**src/rtl/multi_pulse_filter.sv**
```systemverilog
// multi_pulse_filter
//   Multi-channel digital deglitcher. Each channel keeps a filtered level that
//   changes only after FILTER_LEN consecutive enabled samples disagree with it.
//   When a level changes, a one-cycle rise or fall strobe is issued. A run of
//   disagreeing samples that ends before the threshold counts as one glitch.
//   Each channel has its own saturating glitch counter.
//
// Parameters
//   CHANNELS   : number of independent channels (1..32)
//   FILTER_LEN : consecutive differing samples needed to change level (1..255)
//   CNT_W      : width of each glitch counter (1..16)
//
// Ports
//   clk        : single clock, all state updates on the rising edge
//   rst        : synchronous active-high reset, highest priority
//   en         : global sample enable; when low, all state holds and strobes stay 0
//   clr_glitch : clears every glitch counter; takes priority over an increment
//   noisy_in   : raw per-channel inputs, synchronous to clk
//   level_out  : registered filtered level per channel
//   rise_pulse : one-cycle strobe on a filtered 0->1 change
//   fall_pulse : one-cycle strobe on a filtered 1->0 change
//   glitch_cnt : packed glitch counters, channel i at [i*CNT_W +: CNT_W]
module multi_pulse_filter #(
    parameter int CHANNELS   = 4,
    parameter int FILTER_LEN = 3,
    parameter int CNT_W      = 8
) (
    input  logic                      clk,
    input  logic                      rst,
    input  logic                      en,
    input  logic                      clr_glitch,
    input  logic [CHANNELS-1:0]       noisy_in,
    output logic [CHANNELS-1:0]       level_out,
    output logic [CHANNELS-1:0]       rise_pulse,
    output logic [CHANNELS-1:0]       fall_pulse,
    output logic [CHANNELS*CNT_W-1:0] glitch_cnt
);

    localparam int RUN_W = $clog2(FILTER_LEN + 1);
    // Run count on the sample that completes the run; that sample flips the
    // level instead of incrementing, so the counter never reaches FILTER_LEN.
    localparam logic [RUN_W-1:0] RUN_LAST = RUN_W'(FILTER_LEN - 1);

    for (genvar i = 0; i < CHANNELS; i++) begin : g_ch
        logic [RUN_W-1:0] run_q;
        logic [CNT_W-1:0] glitch_q;
        logic             level_q;
        logic             rise_q;
        logic             fall_q;
        logic             differ;

        assign differ = noisy_in[i] ^ level_q;

        always_ff @(posedge clk) begin
            if (rst) begin
                run_q    <= '0;
                glitch_q <= '0;
                level_q  <= 1'b0;
                rise_q   <= 1'b0;
                fall_q   <= 1'b0;
            end else begin
                rise_q <= 1'b0;
                fall_q <= 1'b0;
                if (en) begin
                    if (differ) begin
                        if (run_q == RUN_LAST) begin
                            // Run complete: flip level and strobe in the same
                            // edge. The next sample starts a fresh run, so an
                            // immediate reversal is never a glitch.
                            run_q   <= '0;
                            level_q <= ~level_q;
                            rise_q  <= ~level_q;
                            fall_q  <= level_q;
                        end else begin
                            run_q <= run_q + 1'b1;
                        end
                    end else if (run_q != '0) begin
                        // Aborted run: input fell back to the current level.
                        run_q <= '0;
                        if (glitch_q != {CNT_W{1'b1}}) begin
                            glitch_q <= glitch_q + 1'b1;
                        end
                    end
                end
                // Placed last so a clear overrides an increment in the same cycle.
                if (clr_glitch) begin
                    glitch_q <= '0;
                end
            end
        end

        assign level_out[i]                   = level_q;
        assign rise_pulse[i]                  = rise_q;
        assign fall_pulse[i]                  = fall_q;
        assign glitch_cnt[i*CNT_W +: CNT_W]   = glitch_q;
    end

endmodule

```
**config.mk**
```make
export PLATFORM = sky130hd
export DESIGN_NAME = multi_pulse_filter
export DESIGN_NICKNAME = d
export VERILOG_FILES = /design/src/rtl/multi_pulse_filter.sv
export SDC_FILE = /design/constraint.sdc
export NUM_CORES = 1
export LEC_CHECK = 0
export ABC_AREA = 1
export BUFFER_PORTS_ARGS = -buffer_cell sky130_fd_sc_hd__buf_2
export CAP_MARGIN = 25
export CORE_MARGIN = 3
export CORE_UTILIZATION = 46
export DETAILED_ROUTE_END_ITERATION = 10
export HOLD_SLACK_MARGIN = 0.05
export PLACE_DENSITY = 0.76
export RECOVER_POWER = 100
export SKIP_LAST_GASP = 1
export SYNTH_ARGS = -nofsm -noshare
export SYNTH_HDL_FRONTEND = slang
export SYNTH_SLANG_ARGS = --single-unit
```
**constraint.sdc**
```tcl
create_clock -name clk -period 3.32 [get_ports clk]
set_input_delay 0.166 -clock clk [delete_from_list [all_inputs] [get_ports clk]]
set_output_delay 0.166 -clock clk [all_outputs]
set_load 0.1 [all_outputs]
```
==> results of run 1 <==
## layout make-up
cell class | instances | area (µm²) | share of cell area, %
Clock buffer | 7 | 86.3 | 2.91
Clock inverter | 1 | 7.51 | 0.253
Inverter | 47 | 176 | 5.95
Multi-Input combinational cell | 308 | 1360 | 45.8
Sequential cell | 52 | 1040 | 35.1
Tap cell | 72 | 90.1 | 3.04
Timing Repair Buffer | 52 | 208 | 7.00
## metrics by stage
stage / cells / area (µm²) / utilization, % / hold WS, ns
floorplan: 426 / 2730 / - / 0.245
global placement: 531 / 2950 / 52.6 / 0.383
detailed placement: 531 / 2950 / 52.6 / 0.388
CTS: 539 / 3040 / 54.3 / 0.0573
global route: 539 / 2970 / 52.9 / 0.0646
finish: 539 / 2970 / 52.9 / 0.0734
## synthesized netlist by cell type
| cell | number |
|---|---|
| clkbuf_1 | 1 |
| dfxtp_1 | 52 |
| nand3_4 | 2 |
| nand4_1 | 2 |
| o21ai_0 | 4 |
| nand2_2 | 4 |
| a21oi_1 | 22 |
| buf_2 | 5 |
| nand3_1 | 28 |
| buf_6 | 1 |
| a211oi_1 | 2 |
| buf_4 | 12 |
| o21a_1 | 2 |
| nand2_1 | 118 |
| inv_1 | 42 |
| nor3_1 | 4 |
| o211a_1 | 2 |
| xor2_1 | 3 |
| nor2_2 | 6 |
| ha_1 | 4 |
| nand3b_1 | 3 |
| nor2_1 | 100 |
| inv_2 | 5 |
| nor4_1 | 2 |
## worst paths after layout
kind | from | endpoint | slack, ns | cells after the start
setup / recovery | g_ch[2].glitch_q[0] | glitch_cnt[16] | 1.54 | 1
hold / removal | noisy_in[2] | g_ch[2].fall_q | 0.07 | 2
setup reg to reg | g_ch[1].glitch_q[0] | g_ch[1].glitch_q[6] | 1.82 | 8
hold reg to reg | g_ch[3].run_q[0] | g_ch[3].run_q[0] | 0.48 | 2
## power breakdown
part	switching (mW)	total [mW]	internal, mW
Combinational	0.0779	0.103	0.0256
Sequential	0.00550	0.635	0.630
Clock	0.207	0.377	0.170
## state kept, by name, indices dropped and copies added, names as in the netlist
register / count
g_ch.fall_q: 4
g_ch.glitch_q: 32
g_ch.level_q: 4
g_ch.rise_q: 4
g_ch.run_q: 8
## kinds of logic (layout without fill, tap and decap cells)
group / Yosys count / count (layout) / synth area share [%]
flops: 52 / 52 / 38.2
buf+inv: 66 / 107 / 11.2
fa+ha+maj: 4 / 4 / 1.83
xor+xnor: 3 / 3 / 0.963
simple gates: 269 / 269 / 41.2
compound gates: 32 / 32 / 6.61
## layer usage
layer,part of all wire (%),vias up,track usage [%]
met1,46,1141,20.0
li1,-,1383,-
met5,0,-,0
met4,1.4,0,4.90
met2,48,39,29.7
met3,4.4,7,3.87
==> out/qor.csv, run 1 <==
stage;metric;value;unit
sta;pins over their slew limit;0;
sta;worst slew pin tran;1.17;ns
pwr;pwr dens;376;mW/mm²
job;Max Cap Violations;0;
routing;Detailed Route WL;5540;µm
clock_network;CTS tree;built;
worst_setup_path;cell chain of the critical path;clkbuf_1;
final_layout;n_diodes;0;
synthesis;area share of the largest cell type after synthesis;38.2;%
pwr;IR Drop Worst-Case VDD;159;µV
floorplan;die area;0.00689;mm²
worst_setup_path;CP Buf/Inv Count;1;
worst_setup_path;Worst Path Max Fanout;6;
clock_network;clk_lat worst skew;0.31;ns
routing;drt wl/cell;10.3;µm
final_layout;final net count;478;
global_route;GRT Residual Overflow;0;
sta;setup_tns;0;ns
hold_path;HP Class;in -> reg;
synthesis;ranking of synthesized cells by area;dfxtp_1 38%, nand2_1 16%, nor2_1 14%, inv_1 5.8%, nand3_1 5.1%;
worst_setup_path;Worst setup SP type;flip-flop;
place;PortBufs;51;
sta;Max Clock Skew;0.00442;ns
sta;PnR worst setup slack;1.54;ns
clock_network;Worst-path clk slew;0.09;ns
clock_network;cts repair resizes;0;
run_status;run status;complete, no violations;
global_route;gr usage total;16.7;%
routing;routed via count;2570;
synthesis;warnings from Yosys;0;
worst_setup_path;WP data required;3.15;ns
routing;antenna-violating nets left;0;
worst_setup_path;Setup Crit Path Kind;reg -> out;
floorplan;chip width;83.0;µm
floorplan;core area;0.00561;mm²
synthesis;Synth area leader;dfxtp_1;
worst_setup_path;CP Capture Type;output port;
floorplan;Std-Cell Rows;27;
sta;Tmin final;1.78;ns
pwr;Pleak;1.21;nW
routing;Pre-antenna DRT Iters;4;
clock_network;clock buffer depth;2;
synthesis;area of the mapped netlist;0.00273;mm²
clock_network;total CTS buffers;5;
synthesis;Yosys cell types;24;
final_layout;Area Growth Syn to Fin;8.76;%
synthesis;Post-Syn Nets;438;
final_layout;share of cells above drive strength 1;4.07;%
global_route;largest net degree at the start of global routing;23;
global_route;initial antenna violation count;0;
clock_network;clk sinks;52;
routing;DRC violations left;0;
clock_network;CTS H-tree lvls;2;
routing;Vias per Instance;4.77;
floorplan;Die Ht;83.0;µm
final_layout;Filler cells;619;
place;Detailed Place HPWL;4220;µm
routing;1st-iter DRT viols;103;
sta;final period utilization;53.7;%
worst_setup_path;slowest stage delay, CP;0.89;ns
floorplan;Initial Utilization;48.6;%
worst_setup_path;crit path DAT;1.62;ns
synthesis;synthesized area per cell;6.40;µm²
place;GP Congestion;0.838;
synthesis;synthesized flop and latch total;52;
final_layout;commonest non-fill, non-tap cell in the layout;nand2_1;
sta;Hold Vio Cnt, Final;0;
synthesis;Mapped Cells;426;
place;dpl ws;1.83;ns
global_route;first-pass GRT wire length;9880;µm
sta;RSZ-0062 raised after global routing;false;
clock_network;Root Driver;clkbuf_8;
worst_setup_path;Top Family by Delay on Critical Path;buffers and inverters;
final_layout;commonest cells after routing, fill and taps aside;122 x nand2_1, 105 x nor2_1, 52 x dfxtp_1;
sta;Rel. slew slack;22.0;%
worst_setup_path;Slowest-stage cell, CP;clkbuf_1;
sta;Final Setup Violations;0;
sta;FMAX;561;MHz
clock_network;Hold Buf Count CTS;0;
global_route;vias in the first global route;2312;
pwr;power consumption;1.12;mW
clock_network;post-CTS setup buffer count;0;
synthesis;register area share after synthesis;38.2;%
floorplan;# IOs;52;
No activity file was read; power rests on OpenSTA's default activity.
==> inputs of run 2 (changes only) <==
- clock period: 3.32 -> 1.8 ns (I/O delays scaled with it)
==> out/qor.csv, run 2 (synthesis gave the netlist of run 1 again) <==
stage;metric;value;unit;change
run_status;run status;complete, no violations;;unchanged
worst_setup_path;R2R cell count;8;;unchanged
final_layout;Area Growth Syn to Fin;11.8;%;was 8.76%
worst_setup_path;Worst Path Max Fanout;6;;unchanged
worst_setup_path;Setup Crit Path Kind;reg -> reg;;was reg -> out
place;area post-placement;0.00297;mm²;was 0.00295 mm²
hold_path;hold path cells;3;;was 2
routing;drt wl/cell;9.69;µm;was 10.3 µm
worst_setup_path;WP data required;1.99;ns;was 3.15 ns
global_route;vias in the first global route;2392;;was 2,312
clock_network;post-CTS setup buffer count;0;;unchanged
routing;routed via count;2519;;was 2,570
clock_network;clk sinks;52;;unchanged
clock_network;CTS H-tree lvls;2;;unchanged
routing;Vias per Instance;4.66;;was 4.77
final_layout;Reg with most FFs;g_ch.glitch_q;;unchanged
clock_network;clock buffer depth;2;;unchanged
worst_setup_path;R2R setup slack;0.34;ns;was 1.82 ns
sta;PnR worst setup slack;0.340;ns;was 1.54 ns
place;Detailed Place HPWL;3980;µm;was 4220 µm
final_layout;Regs by FF count;g_ch.glitch_q: 32 flops, g_ch.run_q: 8 flops;;unchanged
worst_setup_path;Worst setup SP type;flip-flop;;unchanged
global_route;gr usage total;16.5;%;was 16.7%
floorplan;# IOs;52;;unchanged
pwr;IR Drop Worst-Case VDD;358;µV;was 159 µV
worst_setup_path;FF-to-FF Start;g_ch[3].glitch_q[0];;was g_ch[1].glitch_q[0]
final_layout;commonest non-fill, non-tap cell in the layout;nand2_1;;unchanged
sta;pins over their slew limit;0;;unchanged
floorplan;core area;0.00561;mm²;unchanged
hold_path;Hold Startpoint;noisy_in[0];;was noisy_in[2]
sta;Rel. slew slack;63.7;%;was 22.0%
global_route;GRT Residual Overflow;0;;unchanged
routing;metal2 WL;2520;µm;was 2660 µm
sta;final period utilization;81.1;%;
pwr;pwr dens;677;mW/mm²;was 376 mW/mm²
floorplan;Initial Utilization;48.6;%;unchanged
sta;Tmin final;1.46;ns;
clock_network;total CTS buffers;5;;unchanged
routing;DRC violations left;0;;unchanged
sta;FMAX;685;MHz;
sta;Max Clock Skew;0.00624;ns;was 0.00442 ns
final_layout;commonest cells after routing, fill and taps aside;122 x nand2_1, 105 x nor2_1, 45 x inv_1;;was 122 x nand2_1, 105 x nor2_1, 52 x dfxtp_1
final_layout;share of cells above drive strength 1;15.4;%;was 4.07%
final_layout;final net count;480;;was 478
sta;RSZ-0062 raised after global routing;false;;unchanged
floorplan;Std-Cell Rows;27;;unchanged
place;PortBufs;51;;unchanged
job;Max Cap Violations;0;;unchanged
hold_path;HP Class;in -> reg;;unchanged
pwr;power consumption;2.06;mW;was 1.12 mW
routing;Detailed Route WL;5230;µm;was 5540 µm
routing;1st-iter DRT viols;86;;was 103
clock_network;Worst-path clk slew;0.09;ns;about the same
routing;max layer used;met4;;unchanged
worst_setup_path;CP startpoint;g_ch[3].glitch_q[0];;was g_ch[2].glitch_q[0]
routing;antenna-violating nets left;0;;unchanged
global_route;largest net degree at the start of global routing;33;;was 23
routing;met1 WL;2480;µm;was 2560 µm
sta;Hold Vio Cnt, Final;0;;unchanged
clock_network;clk_lat worst skew;0.29;ns;was 0.31 ns
global_route;first-pass GRT wire length;9900;µm;was 9880 µm
global_route;initial antenna violation count;0;;unchanged
floorplan;die area;0.00689;mm²;unchanged
worst_setup_path;Worst R2R End;g_ch[3].glitch_q[6];;was g_ch[1].glitch_q[6]
routing;metal3 WL;195;µm;was 243 µm
hold_path;WHS Endpoint;g_ch[0].rise_q;;was g_ch[2].fall_q
worst_setup_path;CP Capture Type;flip-flop;;was output port
routing;Pre-antenna DRT Iters;4;;unchanged
sta;setup_tns;0;ns;unchanged
place;dpl ws;0.468;ns;was 1.83 ns
worst_setup_path;crit path DAT;1.65;ns;was 1.62 ns
floorplan;chip width;83.0;µm;unchanged
final_layout;flip-flop count of the largest register after layout;32;;unchanged
place;GP Congestion;0.827;;was 0.838
clock_network;CTS tree;built;;unchanged
clock_network;Root Driver;clkbuf_8;;unchanged
sta;worst slew pin tran;0.546;ns;was 1.17 ns
sta;Final Setup Violations;0;;unchanged
floorplan;Die Ht;83.0;µm;unchanged
pwr;Pleak;1.37;nW;was 1.21 nW
final_layout;n_diodes;0;;unchanged
final_layout;final instance area;0.00305;mm²;was 0.00297 mm²
-- run 2: layer usage --
| metal | track usage [%] | vias up |
|---|---|---|
| met2 | 29.4 | 35 |
| met3 | 3.77 | 5 |
| met4 | 4.46 | 0 |
| met5 | 0 | - |
| li1 | - | 1400 |
| met1 | 19.8 | 1079 |
-- run 2: report_power, final --
group          leakage, nW  switching (mW)  internal [mW]
clock               0.0503           0.356          0.343
sequential           0.424         0.00993           1.16
combinational        0.899           0.142         0.0511
total                 1.37           0.508           1.56
-- run 2: worst max-delay path: stages, from the launching register on --
cell and delay (ns):
dfxtp_1 0.40, ha_1 0.21, nand2_1 0.09, nor2_1 0.14, nand2_1 0.09, nand2_1 0.12, inv_1 0.12, a21oi_1 0.15
nor2_1 0.06
-- run 2: timing repair --
| action | CTS | global route |
|---|---|---|
| hold buffers | 1 | 0 |
| gates resized for setup | 0 | 0 |
| hold endpoints to repair | 1 | 0 |
-- run 2: cell type report --
type                    instances  area (µm²)
fillers                       591        2560
clock buffers                   7        96.3
well taps                      72        90.1
flip-flops and latches         52        1050
inverters                      47         176
multi-input cells             308        1360
repair buffers                 54         279
-- run 2: how the worst max path moves through the flow --
stage / endpoint / depth (start not counted)
floorplan: g_ch[0].glitch_q[5] / 7
finish: g_ch[3].glitch_q[6] / 8
CTS: g_ch[3].glitch_q[6] / 8
detailed placement: g_ch[3].glitch_q[6] / 8
global route: g_ch[0].glitch_q[6] / 8
global placement: g_ch[2].glitch_q[1] / 9
-- run 2: stage by stage --
step | utilization (%) | cells | hold slack (ns)
after CTS | 54.9 | 540 | 0.0718
after floorplan | - | 426 | 0.169
after global placement | 53.0 | 532 | 0.311
after detailed placement | 53.0 | 532 | 0.313
after global routing | 54.4 | 540 | 0.0768
final | 54.4 | 540 | 0.0776
